### config.mk
export PLATFORM = sky130hd
export DESIGN_NAME = tone_window_detector
export DESIGN_NICKNAME = d
export VERILOG_FILES = /design/src/rtl/tone_window_detector.sv
export SDC_FILE = /design/constraint.sdc
export NUM_CORES = 1
export LEC_CHECK = 0
export BUFFER_PORTS_ARGS = -buffer_cell sky130_fd_sc_hd__clkbuf_2
export CAP_MARGIN = 20
export CELL_PAD_IN_SITES_DETAIL_PLACEMENT = 0
export CELL_PAD_IN_SITES_GLOBAL_PLACEMENT = 1
export CORE_UTILIZATION = 47
export DETAILED_ROUTE_END_ITERATION = 16
export PLACE_DENSITY_LB_ADDON = 0.15
export SLEW_MARGIN = 20
export SYNTH_ARGS = -nofsm -noshare
export SYNTH_HDL_FRONTEND = slang
export SYNTH_SLANG_ARGS = --single-unit
### constraint.sdc
create_clock -name clk_in -period 9.13 [get_ports clk_in]
set_clock_uncertainty 0.05 [all_clocks]
set_input_delay 1.826 -clock clk_in [delete_from_list [all_inputs] [get_ports clk_in]]
set_output_delay 1.826 -clock clk_in [all_outputs]
set_load 0.02 [all_outputs]
### src/rtl/tone_window_detector.sv
// Windowed L1 tone detector: sums |re|+|im| over N_TONES bin windows per FFT frame,
// picks the strongest window against a threshold and reports it once it persists CONFIRM frames.
module tone_window_detector #(
  parameter int FFT_LEN      = 2048,
  parameter int N_TONES      = 4,
  parameter int TONE_BIN0    = 100,
  parameter int TONE_SPACING = 64,
  parameter int TONE_WIDTH   = 8,
  parameter int CONFIRM      = 3,
  localparam int ACC_W = 17 + $clog2(TONE_WIDTH),
  localparam int TID_W = $clog2(N_TONES + 1)
) (
  input  logic             clk_in,
  input  logic             rst_in_n,
  input  logic             start_in,
  input  logic [31:0]      recording_length,
  input  logic [ACC_W-1:0] threshold_in,
  input  logic             fft_valid_in,
  input  logic             fft_last_in,
  input  logic [31:0]      fft_data_in,
  output logic             fft_ready_out,
  output logic [TID_W-1:0] tone_ident_out,
  output logic             tone_valid_out,
  input  logic             tone_ready_in,
  output logic             frame_err_out,
  output logic             busy_out,
  output logic             done_out
);

  localparam int BIN_W = $clog2(FFT_LEN);
  localparam int RUN_W = $clog2(CONFIRM + 1);
  localparam logic [BIN_W-1:0] BIN_LAST = BIN_W'(FFT_LEN - 1);

  typedef enum logic [2:0] {
    S_IDLE,
    S_ACCUM,
    S_RESYNC,
    S_DECIDE,
    S_EMIT,
    S_DONE
  } state_t;

  state_t             state_q, state_d;
  logic [BIN_W-1:0]   bin_q, bin_d;
  logic [ACC_W-1:0]   acc_q [N_TONES];
  logic [ACC_W-1:0]   acc_d [N_TONES];
  logic [31:0]        frames_q, frames_d;
  logic [31:0]        len_q, len_d;
  logic [ACC_W-1:0]   thr_q, thr_d;
  logic [TID_W-1:0]   prev_q, prev_d;
  logic [RUN_W-1:0]   run_q, run_d;
  logic [TID_W-1:0]   rep_q, rep_d;
  logic               ready_q, ready_d;
  logic               valid_q, valid_d;
  logic [TID_W-1:0]   ident_q, ident_d;
  logic               err_q, err_d;
  logic               done_q, done_d;
  logic               busy_q, busy_d;

  logic               beat;
  logic signed [15:0] re_s, im_s;
  logic [16:0]        mag;
  logic [TID_W-1:0]   best_k;
  logic [ACC_W-1:0]   best_v;
  logic [TID_W-1:0]   cand;

  // |v| for a 16-bit two's complement value; 17 bits so |-32768| is exact.
  function automatic logic [16:0] abs17(input logic signed [15:0] v);
    logic signed [16:0] w;
    w = 17'(v);
    return w[16] ? unsigned'(-w) : unsigned'(w);
  endfunction

  function automatic logic [RUN_W-1:0] sat_inc(input logic [RUN_W-1:0] r);
    return (r >= RUN_W'(CONFIRM)) ? r : r + RUN_W'(1);
  endfunction

  // k is 0-based here: window k covers TONE_BIN0 + k*TONE_SPACING for TONE_WIDTH bins.
  function automatic logic in_window(input logic [BIN_W-1:0] bin, input int k);
    int lo;
    int b;
    lo = TONE_BIN0 + k * TONE_SPACING;
    b  = int'(bin);
    return (b >= lo) && (b < lo + TONE_WIDTH);
  endfunction

  assign beat = fft_valid_in && ready_q;
  assign re_s = fft_data_in[31:16];
  assign im_s = fft_data_in[15:0];
  assign mag  = abs17(re_s) + abs17(im_s);

  // Strict '>' keeps the lowest window on ties.
  always_comb begin
    best_k = TID_W'(1);
    best_v = acc_q[0];
    for (int k = 1; k < N_TONES; k++) begin
      if (acc_q[k] > best_v) begin
        best_v = acc_q[k];
        best_k = TID_W'(k + 1);
      end
    end
    cand = (best_v >= thr_q) ? best_k : '0;
  end

  always_comb begin
    state_d  = state_q;
    bin_d    = bin_q;
    acc_d    = acc_q;
    frames_d = frames_q;
    len_d    = len_q;
    thr_d    = thr_q;
    prev_d   = prev_q;
    run_d    = run_q;
    rep_d    = rep_q;
    err_d    = 1'b0;

    case (state_q)
      S_IDLE: begin
        if (start_in) begin
          len_d    = recording_length;
          thr_d    = threshold_in;
          frames_d = '0;
          prev_d   = '0;
          run_d    = '0;
          rep_d    = '0;
          bin_d    = '0;
          for (int k = 0; k < N_TONES; k++) acc_d[k] = '0;
          state_d  = (recording_length == 32'd0) ? S_DONE : S_ACCUM;
        end
      end

      S_ACCUM: begin
        if (beat) begin
          for (int k = 0; k < N_TONES; k++) begin
            if (in_window(bin_q, k)) acc_d[k] = acc_q[k] + ACC_W'(mag);
          end
          bin_d = bin_q + BIN_W'(1);
          if (fft_last_in && (bin_q == BIN_LAST)) begin
            bin_d   = '0;
            state_d = S_DECIDE;
          end else if (fft_last_in || (bin_q == BIN_LAST)) begin
            // Bad frame length: drop the partial frame but keep the persistence history.
            err_d = 1'b1;
            bin_d = '0;
            for (int k = 0; k < N_TONES; k++) acc_d[k] = '0;
            state_d = fft_last_in ? S_ACCUM : S_RESYNC;
          end
        end
      end

      S_RESYNC: begin
        if (beat && fft_last_in) state_d = S_ACCUM;
      end

      S_DECIDE: begin
        frames_d = frames_q + 32'd1;
        for (int k = 0; k < N_TONES; k++) acc_d[k] = '0;
        if (cand == prev_q) begin
          run_d = sat_inc(run_q);
        end else begin
          run_d  = RUN_W'(1);
          prev_d = cand;
        end
        if ((run_d == RUN_W'(CONFIRM)) && (cand != rep_q)) begin
          rep_d   = cand;
          state_d = S_EMIT;
        end else if (frames_d == len_q) begin
          state_d = S_DONE;
        end else begin
          state_d = S_ACCUM;
        end
      end

      S_EMIT: begin
        if (tone_ready_in) state_d = (frames_q == len_q) ? S_DONE : S_ACCUM;
      end

      S_DONE: state_d = S_IDLE;

      default: state_d = S_IDLE;
    endcase

    // Outputs are decoded from the next state so they leave the flops aligned with it.
    ready_d = (state_d == S_ACCUM) || (state_d == S_RESYNC);
    valid_d = (state_d == S_EMIT);
    ident_d = (state_d == S_EMIT) ? rep_d : '0;
    done_d  = (state_d == S_DONE);
    busy_d  = (state_d != S_IDLE);
  end

  always_ff @(posedge clk_in or negedge rst_in_n) begin
    if (!rst_in_n) begin
      state_q  <= S_IDLE;
      bin_q    <= '0;
      for (int k = 0; k < N_TONES; k++) acc_q[k] <= '0;
      frames_q <= '0;
      len_q    <= '0;
      thr_q    <= '0;
      prev_q   <= '0;
      run_q    <= '0;
      rep_q    <= '0;
      ready_q  <= 1'b0;
      valid_q  <= 1'b0;
      ident_q  <= '0;
      err_q    <= 1'b0;
      done_q   <= 1'b0;
      busy_q   <= 1'b0;
    end else begin
      state_q  <= state_d;
      bin_q    <= bin_d;
      acc_q    <= acc_d;
      frames_q <= frames_d;
      len_q    <= len_d;
      thr_q    <= thr_d;
      prev_q   <= prev_d;
      run_q    <= run_d;
      rep_q    <= rep_d;
      ready_q  <= ready_d;
      valid_q  <= valid_d;
      ident_q  <= ident_d;
      err_q    <= err_d;
      done_q   <= done_d;
      busy_q   <= busy_d;
    end
  end

  assign fft_ready_out  = ready_q;
  assign tone_valid_out = valid_q;
  assign tone_ident_out = ident_q;
  assign frame_err_out  = err_q;
  assign done_out       = done_q;
  assign busy_out       = busy_q;

endmodule

==> summary by stage <==
Cells and area
The layout overhead on the synthesized area is 9.91%. The register cell area after layout is 4850 sq um. Summing all multi-input logic gate instances after layout gives 10,500 sq um.

The top cell types in the final layout, fill and taps aside, are 350 x sky130_fd_sc_hd__nand2_1, 194 x sky130_fd_sc_hd__dfrtp_1, 171 x sky130_fd_sc_hd__ha_1, 137 x sky130_fd_sc_hd__o21ai_0, 131 x sky130_fd_sc_hd__a21oi_1. The library cell used most frequently in the layout, excluding fill and tap cells, is sky130_fd_sc_hd__nand2_1. The layout filler cell count is 3,173. At the end of the flow, the number of nets in the layout was 2,262. The ratio of cells with drive above 1 in the final layout is 8.76%. The area of all placed cells without fillers is 17,400 sq um.

Power
The worst vdd rail ir drop is 0.000141 V. After layout, the design draws a total of 3.27 mW. The relative contribution of sequential cells to total power is 35.0%.

The reported net switching power is 1.35 mW. The total power divided by cell area is 188 nW/um^2. Summed over all cells, the static leakage comes to 8.13 nW. Net switching is 41.4% of the power. The clock network burns 23.8% of the power.

Internal power comes to 1.92 mW. The logic gate share of total power is 41.2%.

Critical path
STA classifies the critical path startpoint as a register. The worst register-to-register path begins at acc_q[70]$_DFFE_PN0P_. For this design, the slowest cell found on the critical path is sky130_fd_sc_hd__a2111oi_2.

The worst setup path is of the reg2reg kind. The maximum fanout encountered on the critical timing path is 41. The worst setup path is captured at a register. The longest individual stage delay on the worst path is 0.51 ns. At the worst endpoint, the required time is 9.46 ns. In this design, the critical path's most frequently occurring cell is sky130_fd_sc_hd__ha_1. The internal reg-to-reg setup slack is 0.53 ns.

The depth of the most critical reg-to-reg path is 35. The worst reg2reg path endpoint is done_out$_DFF_PN0_. In this run the worst setup path begins at acc_q[70]$_DFFE_PN0P_. The most critical setup path has its endpoint at done_out$_DFF_PN0_.

Data arrives at the worst endpoint at 8.93 ns.

Min path
The min-delay analysis places its worst path in the category reg2reg.

Floorplan
After floorplanning, the core was sized to cover 32,900 sq um. The die area is 34,400 sq um. Measured along the y axis, the die boundary spans 186 um.

The die is 186 um wide. The floorplan has 66 rows. For this configuration, the core starts out at a cell density of 48.2%. 98 I/O pins were placed.

Timing
The worst relative slew slack is 26.2%. For the pin with the worst max-slew slack, the measured transition is 1.10 ns. Subtracting the final worst setup slack from the clock period gives 8.60 ns. The max-slew violation count is 0. The count of endpoints failing setup in the final report is 0. The share of the cycle needed by the critical path after routing is 94.2%.

The number of endpoints with negative hold slack in the final report is 0. Based on the critical path, the design can be clocked at up to 0.116 GHz.

Synth
The most used flip-flop cell after synthesis is sky130_fd_sc_hd__dfrtp_1. The top-area cell type share of the netlist area is 30.6%. Synthesis produced 1,929 cells. The sequential share of the synthesized area is 30.6%. Sorting the synthesized cells by area gives the leading types as sky130_fd_sc_hd__dfrtp_1 31%, sky130_fd_sc_hd__ha_1 14%, sky130_fd_sc_hd__nand2_1 8.3%, sky130_fd_sc_hd__xnor2_1 5.7%, sky130_fd_sc_hd__o21ai_0 4.3%. The number of nets handed over by synthesis was 2,195. The parity-gate share of the synthesized area counting xor and xnor cells is 8.62%.

The number of library cell types mapped by synthesis is 67. The count of flip-flops with a built-in enable after synthesis is 0. The largest total area in the synthesized netlist belongs to sky130_fd_sc_hd__dfrtp_1.

After synthesis, the largest family of logic cells by area is simple AND/OR/NAND/NOR gates. The synthesis-stage register bit count is 194. After Yosys synthesis, and, or, nand and nor cells account for 22.1% of the synthesized area. The synthesized netlist occupies a cell area of 15,800 sq um.

The proportion of synthesized area in mux cells is 2.04%. Summing the areas of all compound-gate instances in the mapped netlist gives 18.7% of the synthesized area. In the synthesized netlist the async set-or-reset flop fraction comes to 100%. The synthesis warning total is 0.

The adder-cell area share of the yosys netlist is 14.1%. After synthesis, the mean cell area works out to 8.21 sq um.

Placement
The count of input and output buffers is 97. Detailed placement finished with a half-perimeter wire length of 33.1 mm. The area after detailed placement is 16,800 sq um. The weighted congestion at the end of routability-driven global placement is 0.909.

Global routing
The first global-routing pass estimated 68.6 mm of wire. The number of antenna violations at the first check in global routing is 1. The maximum number of pins on one net before global-route repair is 82. Across every metal layer, demand over resource in global routing totals 25.5%. For this run the aggregate overflow at the end of global routing stands at 0. The via count of the first global-routing pass is 13,100.

Clock tree
The number of hold buffers added after CTS was 0. The number of clock buffers inserted by TritonCTS is 17. The buffer levels on the longest clock path is 2. The post-CTS setup repair buffer count is 0. The buffer type at the clock tree root is sky130_fd_sc_hd__clkbuf_16. The clock latency reported for the late side of the worst-skew pair is 0.46 ns.

Counting every sink on the clock net gives 194. The clock tree synthesis step divided the H-tree into 4 levels. TritonCTS built the clock tree.

The clock-pin slew on the worst setup and hold paths is 0.07 ns.

Routing
The mean routed wirelength per cell is 17.3 um. The final antenna-violating net count is 0. The first-pass detailed-route iteration total is 5. For this run, design rule violations remaining after detail routing come to 0. Wires add up to 42.5 mm. The starting DRC count in detailed routing is 875. The total vias in the final route is 14,000.

The average vias per placed instance is 5.72.

Run status
The flow ran to the end, and the final reports show no timing, DRC or antenna violations.

Run
The max-capacitance violation count is 0.
## metal layers
metal / track usage, % / vias to the layer above / part of all wire, %
met1: 38.1 / 6653 / 51
met5: 1.93 / - / 0.20
met2: 37.6 / 325 / 42
met3: 5.36 / 26 / 6.0
li1: - / 7023 / -
met4: 4.75 / 2 / 0.82
## registers in the layout, indices dropped and copies added, names as in the netlist, 11 cells and up
register	cells
thr_q	20
frames_q	32
len_q	32
bin_q	11
acc_q	80
## synth_stat cells (all sizes together), types with 13 or more instances
cell    number
a22o        19
xor2        52
a21oi      132
nand2b      18
a21o        33
nor3        33
mux2i       30
and2        20
nand3       62
ha         171
nor2b       17
a211oi      13
dfrtp      194
and3        19
nand4       37
o31ai       32
nor2        98
nand2      351
o211ai      20
or3         27
xnor2      104
inv         87
clkbuf      52
nor4        19
o21ai      138
## power groups by stage
stage                     combinational, mW  sequential, mW  clock, mW
final                                  1.35            1.15      0.778
after floorplan                       0.978            1.11          0
after global routing                   1.50            1.17      0.829
after detailed placement               1.32            1.16          0
after global placement                 1.30            1.16          0
after CTS                              1.33            1.15      0.791
## kinds of logic after synthesis
logic type,after synthesis
fa+ha+maj,176
xor+xnor,156
buf+inv,151
compound gates,473
simple gates,747
flops,194
mux,32
## cell type report
| class | instances | area share [%] |
|---|---|---|
| clock inverters | 15 | 0.913 |
| flip-flops and latches | 194 | 27.9 |
| inverters | 87 | 1.88 |
| repair buffers | 112 | 3.60 |
| well taps | 442 | 3.18 |
| diodes | 1 | 0.0144 |
| clock buffers | 17 | 2.44 |
| multi-input cells | 1584 | 60.1 |
## what timing repair did
item,in CTS,in global routing
gates resized for setup,1,8
endpoints found under the hold margin,0,0
endpoints found under the setup margin,6,15
## critical path: cells and delay by family (launching register included)
kind                       cells  cell delay, ns
muxes                          1            0.32
DFF                            1            0.44
AOI/OAI and AO/OA             20            4.37
buffers and inverters          4            0.86
and+or+nand+nor                6            1.21
adders and majority gates      4            1.28
## worst min path at each step
stage                          endpoint                startpoint  depth (start not counted)  slack (ns)
2_1_floorplan      thr_q[0]$_DFFE_PN0P_      thr_q[0]$_DFFE_PN0P_                          2        0.40
3_3_place_gp   frames_q[31]$_DFFE_PN0P_  frames_q[31]$_DFFE_PN0P_                          1        0.43
3_5_place_dp       len_q[9]$_DFFE_PN0P_      len_q[9]$_DFFE_PN0P_                          2        0.44
4_1_cts        frames_q[31]$_DFFE_PN0P_  frames_q[31]$_DFFE_PN0P_                          1        0.45
5_1_grt           len_q[29]$_DFFE_PN0P_     len_q[29]$_DFFE_PN0P_                          2        0.48
6_report       frames_q[31]$_DFFE_PN0P_  frames_q[31]$_DFFE_PN0P_                          1        0.45
## through the flow
stage                     hold WS [ns]  utilization [%]  setup TNS, ns  setup slack, ns  instances
after floorplan                  0.402                -              0            0.863       1929
after global placement           0.431             51.1              0           0.0635       2419
after detailed placement         0.436             51.1         -0.358          -0.0886       2419
after CTS                        0.454             52.8              0           0.0110       2451
after global routing             0.479             53.0        -0.0563          -0.0317       2451
final                            0.449             53.0              0            0.525       2452
(Power assumes the default switching activity.)
